<file path="src/rtl/data_memory_arbiter.sv">
// Two-port round-robin arbiter/sequencer for the single-port data memory, with lock support.
// Optional build macro MEM_ADDR_CHECK_EN rejects misaligned or out-of-range (>256 words) accesses.
module data_memory_arbiter #(
    parameter int ADDR_W = 16,
    parameter int DATA_W = 16
) (
    input  logic              clk,
    input  logic              rst_n,
    input  logic              req0,
    input  logic              req1,
    input  logic              we0,
    input  logic              we1,
    input  logic              lock0,
    input  logic              lock1,
    input  logic [ADDR_W-1:0] addr0,
    input  logic [ADDR_W-1:0] addr1,
    input  logic [DATA_W-1:0] wdata0,
    input  logic [DATA_W-1:0] wdata1,
    output logic              ack0,
    output logic              ack1,
    output logic [DATA_W-1:0] rdata0,
    output logic [DATA_W-1:0] rdata1,
    output logic              err0,
    output logic              err1,
    output logic [ADDR_W-1:0] mem_access_adr,
    output logic [DATA_W-1:0] mem_write_data,
    output logic              mem_write_en,
    output logic              mem_read,
    input  logic [DATA_W-1:0] mem_read_data
);

    typedef enum logic [1:0] {
        IDLE  = 2'd0,
        ISSUE = 2'd1,
        RESP  = 2'd2
    } state_t;

    state_t state_q, state_d;

    logic [ADDR_W-1:0] adr_q,    adr_d;
    logic [DATA_W-1:0] wdata_q,  wdata_d;
    logic              wen_q,    wen_d;
    logic              rd_q,     rd_d;
    logic              win_q,    win_d;
    logic              lkreq_q,  lkreq_d;
    logic              last_q,   last_d;
    logic              lkvld_q,  lkvld_d;
    logic              lkown_q,  lkown_d;
    logic              ack0_q,   ack0_d;
    logic              ack1_q,   ack1_d;
    logic [DATA_W-1:0] rdata0_q, rdata0_d;
    logic [DATA_W-1:0] rdata1_q, rdata1_d;
`ifdef MEM_ADDR_CHECK_EN
    logic              err_q,    err_d;
    logic              sel_bad;
`endif

    logic              grant_vld;
    logic              grant_port;
    logic              sel_we;
    logic              sel_lock;
    logic [ADDR_W-1:0] sel_addr;
    logic [DATA_W-1:0] sel_wdata;

    // A valid lock pins the grant to its owner even while the owner is not requesting.
    always_comb begin
        grant_vld  = 1'b0;
        grant_port = 1'b0;
        if (lkvld_q) begin
            grant_port = lkown_q;
            grant_vld  = lkown_q ? req1 : req0;
        end else if (req0 && req1) begin
            grant_vld  = 1'b1;
            grant_port = ~last_q;
        end else if (req0 || req1) begin
            grant_vld  = 1'b1;
            grant_port = req1;
        end
    end

    assign sel_we    = grant_port ? we1    : we0;
    assign sel_lock  = grant_port ? lock1  : lock0;
    assign sel_addr  = grant_port ? addr1  : addr0;
    assign sel_wdata = grant_port ? wdata1 : wdata0;

`ifdef MEM_ADDR_CHECK_EN
    assign sel_bad = sel_addr[0] | (|sel_addr[ADDR_W-1:9]);
`endif

    always_comb begin
        state_d  = state_q;
        adr_d    = adr_q;
        wdata_d  = wdata_q;
        wen_d    = 1'b0;
        rd_d     = 1'b0;
        win_d    = win_q;
        lkreq_d  = lkreq_q;
        last_d   = last_q;
        lkvld_d  = lkvld_q;
        lkown_d  = lkown_q;
        ack0_d   = 1'b0;
        ack1_d   = 1'b0;
        rdata0_d = rdata0_q;
        rdata1_d = rdata1_q;
`ifdef MEM_ADDR_CHECK_EN
        err_d    = 1'b0;
`endif
        case (state_q)
            IDLE: begin
                if (grant_vld) begin
                    win_d   = grant_port;
                    lkreq_d = sel_lock;
                    adr_d   = sel_addr;
                    wdata_d = sel_wdata;
`ifdef MEM_ADDR_CHECK_EN
                    if (sel_bad) begin
                        // Rejected accesses skip the memory cycle entirely.
                        state_d = RESP;
                        ack0_d  = ~grant_port;
                        ack1_d  = grant_port;
                        err_d   = 1'b1;
                    end else
`endif
                    begin
                        state_d = ISSUE;
                        wen_d   = sel_we;
                        rd_d    = ~sel_we;
                    end
                end
            end
            ISSUE: begin
                state_d = RESP;
                ack0_d  = ~win_q;
                ack1_d  = win_q;
                if (rd_q) begin
                    if (win_q) rdata1_d = mem_read_data;
                    else       rdata0_d = mem_read_data;
                end
            end
            RESP: begin
                state_d = IDLE;
                last_d  = win_q;
                lkvld_d = lkreq_q;
                lkown_d = win_q;
            end
            default: begin
                state_d = IDLE;
            end
        endcase
    end

    always_ff @(posedge clk) begin
        if (!rst_n) begin
            state_q  <= IDLE;
            adr_q    <= '0;
            wdata_q  <= '0;
            wen_q    <= 1'b0;
            rd_q     <= 1'b0;
            win_q    <= 1'b0;
            lkreq_q  <= 1'b0;
            last_q   <= 1'b1;
            lkvld_q  <= 1'b0;
            lkown_q  <= 1'b0;
            ack0_q   <= 1'b0;
            ack1_q   <= 1'b0;
            rdata0_q <= '0;
            rdata1_q <= '0;
`ifdef MEM_ADDR_CHECK_EN
            err_q    <= 1'b0;
`endif
        end else begin
            state_q  <= state_d;
            adr_q    <= adr_d;
            wdata_q  <= wdata_d;
            wen_q    <= wen_d;
            rd_q     <= rd_d;
            win_q    <= win_d;
            lkreq_q  <= lkreq_d;
            last_q   <= last_d;
            lkvld_q  <= lkvld_d;
            lkown_q  <= lkown_d;
            ack0_q   <= ack0_d;
            ack1_q   <= ack1_d;
            rdata0_q <= rdata0_d;
            rdata1_q <= rdata1_d;
`ifdef MEM_ADDR_CHECK_EN
            err_q    <= err_d;
`endif
        end
    end

    assign mem_access_adr = adr_q;
    assign mem_write_data = wdata_q;
    assign mem_write_en   = wen_q;
    assign mem_read       = rd_q;
    assign ack0           = ack0_q;
    assign ack1           = ack1_q;
    assign rdata0         = rdata0_q;
    assign rdata1         = rdata1_q;

`ifdef MEM_ADDR_CHECK_EN
    assign err0 = err_q & ~win_q;
    assign err1 = err_q & win_q;
`else
    assign err0 = 1'b0;
    assign err1 = 1'b0;
`endif

endmodule
</file>
<file path="config.mk">
export PLATFORM = sky130hd
export DESIGN_NAME = data_memory_arbiter
export DESIGN_NICKNAME = d
export VERILOG_FILES = /design/src/rtl/data_memory_arbiter.sv
export SDC_FILE = /design/constraint.sdc
export NUM_CORES = 1
export LEC_CHECK = 0
export ABC_AREA = 1
export CORE_MARGIN = 1.5
export CORE_UTILIZATION = 37
export DETAILED_ROUTE_END_ITERATION = 10
export GPL_TIMING_DRIVEN = 1
export PLACE_DENSITY = 0.85
export SLEW_MARGIN = 30
export SYNTH_ARGS = -nofsm -noshare
export SYNTH_HDL_FRONTEND = slang
export SYNTH_SLANG_ARGS = --single-unit
</file>
<file path="constraint.sdc">
create_clock -name clk -period 1.2 [get_ports clk]
set_input_delay 0.18 -clock clk [delete_from_list [all_inputs] [get_ports clk]]
set_output_delay 0.18 -clock clk [all_outputs]
set_load 0.02 [all_outputs]
</file>
==> results.md <==
- Post-route ant nets: 0
- Residual DRC: 0
- Hold Startpoint: rst_n
- RSZ-0062 raised after global routing: yes
- Via count: 3593
- Total track usage: 0.194
- Setup ws final: -0.0533 ns
- Final #Nets: 760
- Worst Hold Path Cells: 3
- Diodes inserted: 0
- Post-cts hold buffer count: 0
- Largest net degree at the start of global routing: 38
- Initial Utilization: 0.380
- Reg2reg setup slack: -0.05 ns
- Routed wire length per instance: 12.5 um
- Slew Viols, Final: 0
- R2R cell count: 9
- Starting DRT DRC Count: 123
- VDD IR-drop max: 491 uV
- Layout cells sized above 1: 0.180
- H-tree Lvls: 3
- WS Path Type: flop to flop
- Most frequent cells in the layout: nand2_1 (130), nor2_1 (128), clkdlybuf4s50_1 (86)
- CTS buffer count: 9
- Final Cycle Share: 1.04
- GP Congestion: 0.780
- Most common cell after layout, fill and taps aside: nand2_1
- Synth Cell Area: 0.00331 sq mm
- Die ar.: 0.00953 sq mm
- Global-route wire length before repair: 15300 um
- CTS Sinks: 75
- Dpl hpwl: 6570 um
- Endpoint, Worst Hold: rdata1[0]
- Die Span Y: 97.6 um
- CP Capture Type: flop
- Row Count: 34
- Die X: 97.6 um
- RR Endpoint: mem_write_data[12]
- Hold Violations, Final: 0
- Final setup viols: 25
- CTS tree: yes
- Static Leak: 2.50 nW
- Netlist cell types: 17
- Worst-Skew Late Latency: 0.33 ns
- Failing checks: setup timing
- Post-route cell area: 0.00537 sq mm
- # IOs: 158
- Area grow syn2layout: 62.1%
- Vias in the first global route: 3372
- PwrDens: 1210 mW/mm^2
- Critical Path RT: 1.43 ns
- IO buf count: 155
- Global route overflow: 0
- Vias per cell: 4.58
- First-pass detailed-route iteration total: 4
- FF/Latch Area: 0.00151 sq mm
- CORE AREA: 0.00872 sq mm
- Clock tree buffer depth: 2
- Max Clk Rate: 0.798 GHz
- Synthesized area per cell: 6.52 sq um
- Yosys reg bits: 75
- Yosys Warn Count: 0
- Worst EP arrival: 1.49 ns
- Reg2Reg Launch Point: lkown_q
- Dpl ws: -0.294 ns
- Crit-path max FO: 8
- Initial antenna violation count: 0
- HP Class: input pin to flop
- Syn Inst Count: 508
- Clock Pin Slew Worst Setup and Hold Paths: 0.08 ns
- CP startpoint kind: flop
- Fillcell total: 782
- Area of the multi-input gates: 0.00158 sq mm
- Maximum capacitance violations: 0
- Total wire length: 9790 um
- DP Area: 0.00505 sq mm
- Sequential area share after synthesis: 0.453
- Crit path time final: 1.25 ns
- Status: finished with violations
- Root Driver: clkbuf_8
- Setup Skew: 0.00926 ns
## metrics by stage
stage | instances | TNS, ns | total power [W] | hold slack (ns) | utilization
global route | 784 | -3.11 | 0.00687 | 0.247 | 0.616
floorplan | 509 | 0 | 0.00369 | 0.331 | -
finish | 784 | -0.641 | 0.00651 | 0.247 | 0.616
CTS | 779 | -0.532 | 0.00646 | 0.218 | 0.615
global placement | 761 | -8.35 | 0.00444 | 0.461 | 0.579
detailed placement | 761 | -11.50 | 0.00447 | 0.466 | 0.579
## worst max-delay path: stages, from the launching register on
cell and delay, ns:
dfxtp_2 0.34, nand2_2 0.09, buf_6 0.13, nand2_8 0.06, buf_12 0.13, buf_12 0.14
nand2_2 0.05, nand2_1 0.05, nor2_1 0.10, nor2_1 0.06
## synth_stat cells, drive strengths merged
library cell | count | area (sq um)
nand2 | 146 | 556
nand3 | 41 | 220
nor2 | 136 | 513
clkbuf | 9 | 33.8
conb | 1 | 3.75
inv | 43 | 161
a21oi | 4 | 20.0
buf | 20 | 140
o21ai | 33 | 165
dfxtp | 75 | 1500
## state kept, by name (all words and copies together) (netlist names)
| name | cells |
|---|---|
| mem_write_data | 16 |
| lkown_q | 1 |
| rdata0 | 16 |
| ack0 | 1 |
| ack1 | 1 |
| mem_read | 1 |
| lkreq_q | 1 |
| lkvld_q | 1 |
| state_q | 2 |
| mem_write_en | 1 |
| rdata1 | 16 |
| win_q | 1 |
| mem_access_adr | 16 |
| last_q | 1 |
## where the power goes
group	switching, W	internal (W)
Clock	0.000910	0.00106
Sequential	0.0000997	0.00267
Combinational	0.000919	0.000850
Total	0.00193	0.00458
## worst max-delay path by stage
stage	startpoint	end	slack, ns	depth (start not counted)
after detailed placement	req1	mem_write_data[12]	-0.29	8
after floorplan	lkvld_q	lkreq_q	0.03	8
after CTS	lkvld_q	mem_write_data[12]	-0.04	9
after global placement	req0	mem_access_adr[5]	-0.23	9
final	lkown_q	mem_write_data[12]	-0.05	9
after global routing	lkown_q	mem_write_data[15]	-0.13	9
## repair_timing
action,in CTS,in global routing
gates resized for setup,139,101
cloned,2,4
setup endpoints to repair,132,120
pin swaps,1,11
setup buffers,1,2
## layer usage
layer  vias to the layer above  track usage  part of all wire
met2                       122        0.336              0.48
li1                       1871            -                 -
met4                         0       0.0692             0.017
met1                      1584        0.238              0.44
met3                        16       0.0410             0.061
met5                         -            0                 0
## kinds of logic after synthesis
logic type,Yosys count,synth area share
AOI/OAI and AO/OA,37,0.0559
buffers and inverters,72,0.101
DFF,75,0.453
other,1,0.00113
and+or+nand+nor,323,0.389
## area by class of cell
class / count / share of cell area
clock buffer: 11 / 0.0282
tap: 108 / 0.0251
inverter: 43 / 0.0347
timing repair buffer: 181 / 0.328
sequential: 75 / 0.281
multi-input combinational: 362 / 0.294
clock inverter: 4 / 0.00931
(Power assumes the default switching activity.)
